<file path="config.mk">
export PLATFORM = sky130hd
export DESIGN_NAME = div_seq_ctrl
export DESIGN_NICKNAME = d
export VERILOG_FILES = /design/src/rtl/div_seq_ctrl_pkg.sv /design/src/rtl/div_seq_ctrl_sign_fix.sv /design/src/rtl/div_seq_ctrl.sv
export SDC_FILE = /design/constraint.sdc
export NUM_CORES = 1
export LEC_CHECK = 0
export CAP_MARGIN = 30
export CORE_MARGIN = 2
export CORE_UTILIZATION = 44
export CTS_BUF_LIST = sky130_fd_sc_hd__clkbuf_4 sky130_fd_sc_hd__clkbuf_8
export CTS_CLUSTER_DIAMETER = 60
export DETAILED_ROUTE_END_ITERATION = 8
export PLACE_DENSITY = 0.79
export SLEW_MARGIN = 20
export SYNTH_ARGS = -nofsm -noshare
export SYNTH_HDL_FRONTEND = slang
export SYNTH_SLANG_ARGS = --single-unit
</file>
<file path="constraint.sdc">
create_clock -name clk -period 4.7 [get_ports clk]
set_clock_uncertainty 0.15 [all_clocks]
set_input_delay 0.94 -clock clk [delete_from_list [all_inputs] [get_ports clk]]
set_output_delay 0.94 -clock clk [all_outputs]
set_load 0.1 [all_outputs]
</file>
<file path="src/rtl/div_seq_ctrl_pkg.sv">
// Shared definitions for the HI/LO divide sequencer: op encodings, FSM states
// and the default divider iteration count.
package div_seq_ctrl_pkg;

    localparam logic [1:0] OP_DIV  = 2'd0;
    localparam logic [1:0] OP_DIVU = 2'd1;
    localparam logic [1:0] OP_MTHI = 2'd2;
    localparam logic [1:0] OP_MTLO = 2'd3;

    localparam int DIV_ITERS = 32;

    typedef enum logic [1:0] {
        IDLE = 2'd0,
        RUN  = 2'd1,
        WAIT = 2'd2
    } state_t;

endpackage

</file>
<file path="src/rtl/div_seq_ctrl_sign_fix.sv">
// Restores the sign of the unsigned divider result: quotient takes the XOR of
// operand signs, remainder takes the dividend sign.
module div_sign_fix (
    input  logic [31:0] i_quo,
    input  logic [31:0] i_rem,
    input  logic        i_neg_q,
    input  logic        i_neg_r,
    output logic [31:0] o_q,
    output logic [31:0] o_r
);

    assign o_q = i_neg_q ? (32'd0 - i_quo) : i_quo;
    assign o_r = i_neg_r ? (32'd0 - i_rem) : i_rem;

endmodule

</file>
<file path="src/rtl/div_seq_ctrl.sv">
// Owns HI/LO and sequences the external iterative unsigned divider for
// DIV/DIVU, plus direct MTHI/MTLO writes.
module div_seq_ctrl #(
    parameter int DIV_ITERS = div_seq_ctrl_pkg::DIV_ITERS
) (
    input  logic        clk,
    input  logic        reset,
    input  logic        i_op_valid,
    input  logic [1:0]  i_op,
    input  logic [31:0] i_op_a,
    input  logic [31:0] i_op_b,
    output logic        o_busy,
    output logic        o_div_zero,
    output logic [31:0] o_hi,
    output logic [31:0] o_lo,
    output logic        o_div_go,
    output logic [31:0] o_div_a,
    output logic [31:0] o_div_b,
    input  logic [31:0] i_div_quo,
    input  logic [31:0] i_div_rem,
    input  logic        i_div_ok
);
    import div_seq_ctrl_pkg::*;

    localparam int CW = $clog2(DIV_ITERS + 1);

    state_t        r_state;
    logic [CW-1:0] r_cnt;
    logic          r_neg_q;
    logic          r_neg_r;
    logic          r_div_zero;
    logic [31:0]   r_hi;
    logic [31:0]   r_lo;
    logic [31:0]   r_div_a;
    logic [31:0]   r_div_b;

    logic          w_is_div;
    logic          w_signed;
    logic          w_neg_a;
    logic          w_neg_b;
    logic [31:0]   w_q_fix;
    logic [31:0]   w_r_fix;

    assign w_is_div = (i_op == OP_DIV) || (i_op == OP_DIVU);
    assign w_signed = (i_op == OP_DIV);
    assign w_neg_a  = w_signed & i_op_a[31];
    assign w_neg_b  = w_signed & i_op_b[31];

    div_sign_fix u_sign_fix (
        .i_quo   (i_div_quo),
        .i_rem   (i_div_rem),
        .i_neg_q (r_neg_q),
        .i_neg_r (r_neg_r),
        .o_q     (w_q_fix),
        .o_r     (w_r_fix)
    );

    always_ff @(posedge clk or posedge reset) begin
        if (reset) begin
            r_state    <= IDLE;
            r_cnt      <= '0;
            r_neg_q    <= 1'b0;
            r_neg_r    <= 1'b0;
            r_div_zero <= 1'b0;
            r_hi       <= '0;
            r_lo       <= '0;
            r_div_a    <= '0;
            r_div_b    <= '0;
        end else begin
            r_div_zero <= 1'b0;
            case (r_state)
                IDLE: begin
                    if (i_op_valid) begin
                        if (i_op == OP_MTHI) begin
                            r_hi <= i_op_a;
                        end else if (i_op == OP_MTLO) begin
                            r_lo <= i_op_a;
                        end else if (w_is_div && (i_op_b == 32'd0)) begin
                            r_div_zero <= 1'b1;
                        end else begin
                            // -0x80000000 wraps to itself, which is the correct magnitude.
                            r_neg_q <= w_neg_a ^ w_neg_b;
                            r_neg_r <= w_neg_a;
                            r_div_a <= w_neg_a ? (32'd0 - i_op_a) : i_op_a;
                            r_div_b <= w_neg_b ? (32'd0 - i_op_b) : i_op_b;
                            r_cnt   <= '0;
                            r_state <= RUN;
                        end
                    end
                end
                RUN: begin
                    // One load edge plus DIV_ITERS iteration edges.
                    r_cnt <= r_cnt + 1'b1;
                    if (r_cnt == CW'(DIV_ITERS))
                        r_state <= WAIT;
                end
                WAIT: begin
                    if (i_div_ok) begin
                        r_lo    <= w_q_fix;
                        r_hi    <= w_r_fix;
                        r_state <= IDLE;
                    end
                end
                default: r_state <= IDLE;
            endcase
        end
    end

    assign o_busy     = (r_state != IDLE);
    assign o_div_go   = (r_state == RUN);
    assign o_div_zero = r_div_zero;
    assign o_hi       = r_hi;
    assign o_lo       = r_lo;
    assign o_div_a    = r_div_a;
    assign o_div_b    = r_div_b;

endmodule

</file>
# ---- After elaboration in Yosys (flattened, before gate mapping)
# Index checks and enable logic that the tools add are counted.
dict set report op_classes {
  mul 0
  addsub 5
  n_mux 30
  n_reduce_logical 13
  n_lt_le_gt_ge 0
  n_bitwise 6
  n_div 0
  n_shift 0
  eq_ne 14
}
# cell count
set ops {}
lappend ops {{two-way mux 32 bit} 11}
lappend ops {{one-hot mux 32 bit (2 select lines)} 2}
lappend ops {{subtractor 1 x 32 -> 32 bit (first input constant)} 4}
lappend ops {{logical NOT 32 bit} 1}
lappend ops {{two-way mux 6 bit} 4}
lappend ops {{AND reduction 5 bit} 3}
lappend ops {{inequality test 2 bit (second input constant)} 7}
lappend ops {{two-way mux 2 bit} 6}
lappend ops {{one-hot mux 6 bit (2 select lines)} 1}
lappend ops {{adder 6 x 1 -> 6 bit (second input constant)} 1}
lappend ops {{equality test 2 bit (second input constant)} 3}
lappend ops {{equality test 6 bit (second input constant)} 1}
lappend ops {{one-hot mux 2 bit (3 select lines)} 1}
lappend ops {{AND reduction 6 bit} 1}
lappend ops {{nonzero test 2 bit} 3}
lappend ops {{two-way mux 1 bit} 5}
lappend ops {{equality test 2 x 1 -> 1 bit (second input constant)} 2}
lappend ops {{logical NOT 2 bit} 2}
lappend ops {{AND reduction 4 bit} 1}
lappend ops {{inverter 1 bit} 3}
lappend ops {{bitwise AND 1 bit} 2}
lappend ops {{inequality test 2 x 1 -> 1 bit (second input constant)} 1}
lappend ops {{logical AND 1 bit} 1}
lappend ops {{logical OR 1 bit} 1}
lappend ops {{bitwise XOR 1 bit} 1}
dict set report word_totals {
  in_bits 134
  latch_bits 0
  mem_count 0
  rom_bits 0
  register_bits 139
  output_inout_bits 131
  mem_bits_rw 0
  elab_cells 77
}

# ---- Depth between registers and ports, before layout
# Gate-level depths: netlist of run 1.
dict set report logic_depth {
  depth_word 8
  mapped_depth 10
}

# ---- By module
# A second synthesis of run 1 with hierarchy kept.
dict set report hier_totals {
  hier_cells 991
  area_unflattened_um2 8434.3
}
# mod area_per_inst_um2 n_inst cells_per_inst
set modules_own_cells {}
lappend modules_own_cells {div_seq_ctrl 6981.7 1 802}
lappend modules_own_cells {div_sign_fix 1452.6 1 189}

# ---- Worst setup path before layout of run 1
# OpenSTA, ideal clock, no wires.
dict set report synth_path {
  kind {input to register}
  from {input i_div_quo[22]}
  to {register r_lo[30], in the netlist o_lo[30]}
  slack_ps 1671
  cell_stages 6
  arrival_ps 2742
  setup_ps 137
  cell_sequence {or4_4 > or4_4 > or3_4 > o31ai_4 > xor2_1 > o22ai_1}
}
dict set report synth_via {
  elab_chain_len 4
}
# element line_no
set synth_lines {}
lappend synth_lines {{start, declared} div_seq_ctrl.sv:19} ;# input logic [31:0] i_div_quo,
lappend synth_lines {{subtractor 1 x 32 -> 32 bit} div_seq_ctrl_sign_fix.sv:12} ;# assign o_q = i_neg_q ? (32'd0 - i_quo) : i_quo;
lappend synth_lines {{two-way mux 32 bit} div_seq_ctrl_sign_fix.sv:12}
lappend synth_lines {{two-way mux 32 bit} div_seq_ctrl.sv:98} ;# if (i_div_ok) begin
lappend synth_lines {{one-hot mux 32 bit (2 select lines)} div_seq_ctrl.sv:71} ;# case (r_state)
lappend synth_lines {{end signal, assigned} div_seq_ctrl.sv:77} ;# r_lo <= i_op_a;
lappend synth_lines {{end signal, assigned} div_seq_ctrl.sv:99} ;# r_lo <= w_q_fix;
lappend synth_lines {{end, declared} div_seq_ctrl.sv:33} ;# logic [31:0] r_lo;
# No other way between the ends. The select of a mux whose other input is x is not followed.
# A chain may end at the register's enable or synchronous reset.

# ---- Worst setup path in the final report of run 1
dict set report layout_path {
  from {register r_state[0]}
  to {output o_div_go}
}
dict set report layout_via {
  elab_chain_len 1
}
# element line_no
set layout_lines {}
lappend layout_lines {{start, declared} div_seq_ctrl.sv:27} ;# state_t r_state;
lappend layout_lines {{start signal, assigned} div_seq_ctrl.sv:60} ;# r_state <= IDLE;
lappend layout_lines {{start signal, assigned} div_seq_ctrl.sv:87} ;# r_state <= RUN;
lappend layout_lines {{start signal, assigned} div_seq_ctrl.sv:95} ;# r_state <= WAIT;
lappend layout_lines {{equality test 2 x 1 -> 1 bit} div_seq_ctrl.sv:110} ;# assign o_div_go = (r_state == RUN);
lappend layout_lines {{end, declared} div_seq_ctrl.sv:16} ;# output logic o_div_go,
# No other way between the ends.

==> results.toml, run 1 <==
[global_routing]
track_usage_pct = 27.73
grt_pass1_wl_um = 43080
grt_pass1_vias = 7918
overflow = 0
antenna_found_initial = 0
grt_max_degree = 90

[synth]
yosysTopAreaCell = "dfrtp_1"
async_flop_share_pct = 100.0
avgSynthCellArea_um2 = 8.549
synth.distinct_cells = 58
synth_warnings = 0
synthDominantCellAreaShare_pct = 41.47
synth_flop_cell = "dfrtp_1"
synth.most_common_cell = "nand2_1"
ys_seq_elements = 139
synth_edf_count = 0
ys_top_cells_by_area = "dfrtp_1 41%, xnor2_1 7.8%, nand2_1 6.5%"
synthCells = 981
synth_commonest_cells = "145 x nand2_1, 139 x dfrtp_1, 118 x nor2_1, 75 x xnor2_1, 73 x o21ai_0"
syn_nets = 1121
ys_seq_area_share_pct = 41.47
syn_area_um2 = 8387

[setup_path]
critPathBufInv = 2
startpoint_type = "flip-flop"
critPathMaxFanout = 10
arrival_ns = 2.61
crit_slowest_cell = "clkdlybuf4s50_1"
path_cells = "nand2b_1 > inv_1 > clkdlybuf4s50_1"
worstSetupPathType = "flip-flop to output port"
crit_required_ns = 3.61
crit_path_end_kind = "output port"
critPathMaxStageDelay_ns = 1.21
critPathTopFamily = "buffers and inverters"

[route]
via_per_inst = 5.662
drc = 0
detail-route-antenna-nets = 0
wire_per_inst_um = 18.98
firstDrtPassIters = 5
routed_wl_um = 28090
drtIter0Drc = 714
dr_total_vias = 8380

[timing]
rsz0062_at_grt = "false"
max_freq_mhz = 270.3
hold_ws_ns = 0.3281
setup_slack_ns = 1.000
worstMarginPinSlew_ns = 1.062
timing.final.crit_share_pct = 78.72
final_hold_viol_count = 0
fin_crit_ns = 3.700
setup-violations-final = 0
final.setup.tns_ns = 0
slew_headroom_pct = 28.97
slew_viol_final = 0

[min_path]
hold_path.class = "flip-flop to flip-flop"

[floorplanning]
die_area_um2 = 20180
std_cell_rows = 50
die_x_um = 142.1
ios = 265
core_um2 = 18710
start_util_pct = 44.84
fp.dieH_um = 142.1

[final_layout]
diodes = 0
postLayoutCoreUtil_pct = 63.27
fillers = 1582
syn_to_final_growth_pct = 41.12
nets = 1373
drive_gt1_share_pct = 5.538

[clocking]
clkTransAtPathRegs_ns = 0.08
numCtsBuffers = 17
cts_tree = "built"
cts_setup_buffers = 0
clockBufferDepth = 2
cts_resized = 0
cts_max_level = 4
root_buffer = "clkbuf_8"
cts_hold_buf = 0
cts.sinks = 139
insertion_delay_ns = 0.46

[run_status]
status = "finished clean"

[placement]
place.gp.congestion = 0.9349
dp_hpwl_um = 21540
io_buffer_count = 264
place_ws_ns = 0.7686

[job]
drv_cap = 0
-- kinds of logic after synthesis --
kind of cell | share of synthesized area [%]
xor gates and xnor gates | 12.43
buffers and inverters | 4.147
and+or+nand+nor | 19.71
muxes | 0.2387
adders and majority gates | 0.8951
AOI/OAI and AO/OA | 21.11
DFF | 41.47
-- through the flow --
stage                     area (um2)  instances
after floorplan                 8391        981
after global placement         11190       1440
after detailed placement       11380       1447
after CTS                      11820       1479
after global routing           11840       1480
final                          11840       1480
-- final timing paths --
path | startpoint | endpoint | slack [ns] | cells past startpoint
min reg2reg | o_lo[4]$_DFFE_PP0P_ | o_lo[4]$_DFFE_PP0P_ | 0.33 | 2
max in group asynchronous | reset | o_div_a[10]$_DFFE_PP0P_ | 2.78 | 3
max reg2reg | r_state[0]$_DFFE_PP0P_ | o_hi[15]$_DFFE_PP0P_ | 2.18 | 5
min | o_lo[4]$_DFFE_PP0P_ | o_lo[4]$_DFFE_PP0P_ | 0.33 | 2
max | r_state[0]$_DFFE_PP0P_ | o_div_go | 1.00 | 3
min in group asynchronous | reset | o_div_b[8]$_DFFE_PP0P_ | 0.78 | 2
-- cell type report --
type,instances,area (um2),share of cell area (%)
Tap cell,234,292.8,2.474
Inverter,22,86.33,0.7295
Timing Repair Buffer,285,2973,25.12
Clock inverter,13,192.7,1.628
Clock buffer,19,249.0,2.104
Sequential cell,139,3478,29.39
Multi-Input combinational cell,768,4563,38.56
-- metal layers --
layer | wire (um) | track usage, % | vias to the layer above
met1 | 12260 | 38.16 | 3972
met2 | 12670 | 42.54 | 376
met5 | 0 | 0 | -
met3 | 2228 | 6.662 | 63
met4 | 931 | 10.26 | 0
li1 | - | - | 3969
-- worst min-delay path, delay by kind of cell, from the launching register on --
kind	cells	cell delay [ns]
and+or+nand+nor	1	0.05
AOI/OAI and AO/OA	1	0.05
DFF	1	0.34
-- layout by cell type, fill, tap and decap left out, types with 3 or more instances in the layout --
cell,n
a211oi_1,8
a21o_1,10
a21oi_1,51
a221oi_1,8
a31oi_1,16
buf_16,7
buf_4,11
bufinv_16,4
clkbuf_8,17
clkdlybuf4s50_1,264
clkinv_4,4
clkinvlp_4,3
dfrtp_1,139
ha_1,6
inv_1,21
nand2_1,145
nand2b_1,7
nand3_1,12
nand3b_1,5
nand4_1,5
nor2_1,118
nor2b_1,5
nor3_1,21
nor4_1,14
o21ai_0,73
o21ai_1,30
o221ai_1,4
o22ai_1,4
o31ai_1,43
o41ai_1,17
or2_2,3
or3_1,5
or4_1,3
or4_4,4
xnor2_1,75
xor2_1,44
-- sequential cells by signal, summed over array words and instances, names as in the netlist --
name	flops
o_div_a	32
o_div_b	32
o_hi	32
o_lo	32
r_cnt	6
r_state	2
o_div_zero	1
r_neg_q	1
r_neg_r	1
Power of run 1 is not shown: default switching activity piles up to over one toggle a cycle in this logic, so the estimate is an artifact.
==> run 2, diff against run 1 <==
==> constraint.sdc (replaced) <==
create_clock -name clk -period 3.2 [get_ports clk]
set_clock_uncertainty 0.15 [all_clocks]
set_input_delay 0.64 -clock clk [delete_from_list [all_inputs] [get_ports clk]]
set_output_delay 0.64 -clock clk [all_outputs]
set_load 0.1 [all_outputs]
==> run 2 against run 1 <==
Net effect:
- setup slack lost 0.53 ns
- global-route usage grew 0.23 points
- hold slack gained 0.0017 ns
- critical path depth grew 5
- cell area shrank 1.1%
- via count grew 2.4%
- critical path type is now input pin to flip-flop
==> results.toml, run 2 (same netlist as run 1, synthesis figures left out) <==
[clocking]
numCtsBuffers = 17
cts.sinks = 139
clockBufferDepth = 2
root_buffer = "clkbuf_8"
cts_setup_buffers = 0
clkTransAtPathRegs_ns = 0.08
insertion_delay_ns = 0.45
cts_tree = "built"
cts_max_level = 4
cts_resized = 0
cts_hold_buf = 0

[route]
wire_per_inst_um = 18.66
firstDrtPassIters = 6
via_per_inst = 5.637
routed_wl_um = 28400
dr_total_vias = 8579
drc = 0
detail-route-antenna-nets = 0
drtIter0Drc = 755

[floorplanning]
start_util_pct = 44.84
std_cell_rows = 50
die_area_um2 = 20180
core_um2 = 18710
fp.dieH_um = 142.1
ios = 265
die_x_um = 142.1

[setup_path]
critPathMaxFanout = 37
startpoint_type = "input pin"
arrival_ns = 2.95
crit_path_end_kind = "flip-flop"
crit_required_ns = 3.42
worstSetupPathType = "input pin to flip-flop"

[global_routing]
antenna_found_initial = 0
overflow = 0
grt_pass1_vias = 7848
track_usage_pct = 27.96
grt_max_degree = 50
grt_pass1_wl_um = 43470

[min_path]
hold_path.class = "flip-flop to flip-flop"

[timing]
setup-violations-final = 0
setup_slack_ns = 0.4737
slew_viol_final = 0
rsz0062_at_grt = "false"
timing.final.crit_share_pct = 85.20
final_hold_viol_count = 0
worstMarginPinSlew_ns = 0.6374
max_freq_mhz = 366.8
fin_crit_ns = 2.726
slew_headroom_pct = 57.40

[final_layout]
multiInputGateArea_um2 = 4563
drive_gt1_share_pct = 18.79
nets = 1415
regArea_um2 = 3478
diodes = 0
final_cell_mix = "187 x buf_4, 145 x nand2_1, 139 x dfrtp_1"
fillers = 1567
syn_to_final_growth_pct = 39.56
final_common_cell = "buf_4"
postLayoutCoreUtil_pct = 62.58

[placement]
place.gp.congestion = 0.9497
dp_hpwl_um = 22150
io_buffer_count = 264
place_ws_ns = -0.001730

[run_status]
status = "finished clean"

[job]
drv_cap = 0
==> run 2: changes by cell type in the layout (fill, tap and decap cells not counted), moves of 2 or more <==
cell | previous run | this run
clkbuf_8 | 17 | 19
buf_12 | 2 | 7
buf_4 | 11 | 187
bufinv_16 | 4 | 2
clkdlybuf4s50_1 | 264 | 133
buf_16 | 7 | 0
==> run 2: critical path: stages <==
cell and delay, ns:
clkdlybuf4s50_1 0.42, or4_4 0.54, or4_4 0.57, nor2_8 0.15, a21o_4 0.24, buf_12 0.20, nand2_1 0.08, o21ai_1 0.09
==> run 2: layout make-up <==
type                    count  area share, %
clock buffers              20          2.298
multi-input cells         768          38.98
well taps                 234          2.501
inverters                  22         0.7376
flip-flops and latches    139          29.72
clock inverters            12          1.197
repair buffers            327          24.56
==> run 2: per-stage QoR <==
stage / TNS (ns) / area (um2) / hold WS, ns / instances
after floorplan: 0 / 8391 / 0.3436 / 981
after global placement: 0 / 11300 / 0.3123 / 1490
after detailed placement: -0.001730 / 11300 / 0.3168 / 1490
after CTS: 0 / 11710 / 0.3338 / 1522
after global routing: 0 / 11710 / 0.3489 / 1522
final: 0 / 11710 / 0.3297 / 1522
==> run 2: layer usage <==
metal / share of wire, % / track usage, %
met1: 44 / 39.15
met2: 45 / 43.12
met5: 0 / 0
met3: 7.8 / 5.754
met4: 3.3 / 9.842
==> run 2: final timing paths <==
check	startpoint	to	slack (ns)	cells after the start
worst min-delay path	o_lo[6]$_DFFE_PP0P_	o_lo[6]$_DFFE_PP0P_	0.33	2
worst max-delay path	i_op_b[14]	o_div_a[31]$_DFFE_PP0P_	0.47	8
max in group asynchronous	reset	o_div_a[31]$_DFFE_PP0P_	1.87	3
worst min register to register	o_lo[6]$_DFFE_PP0P_	o_lo[6]$_DFFE_PP0P_	0.33	2
min in group asynchronous	reset	r_neg_q$_DFFE_PP0P_	0.35	2
worst max register to register	r_state[0]$_DFFE_PP0P_	o_hi[11]$_DFFE_PP0P_	1.04	4
Power of run 2 is left out for the same reason.
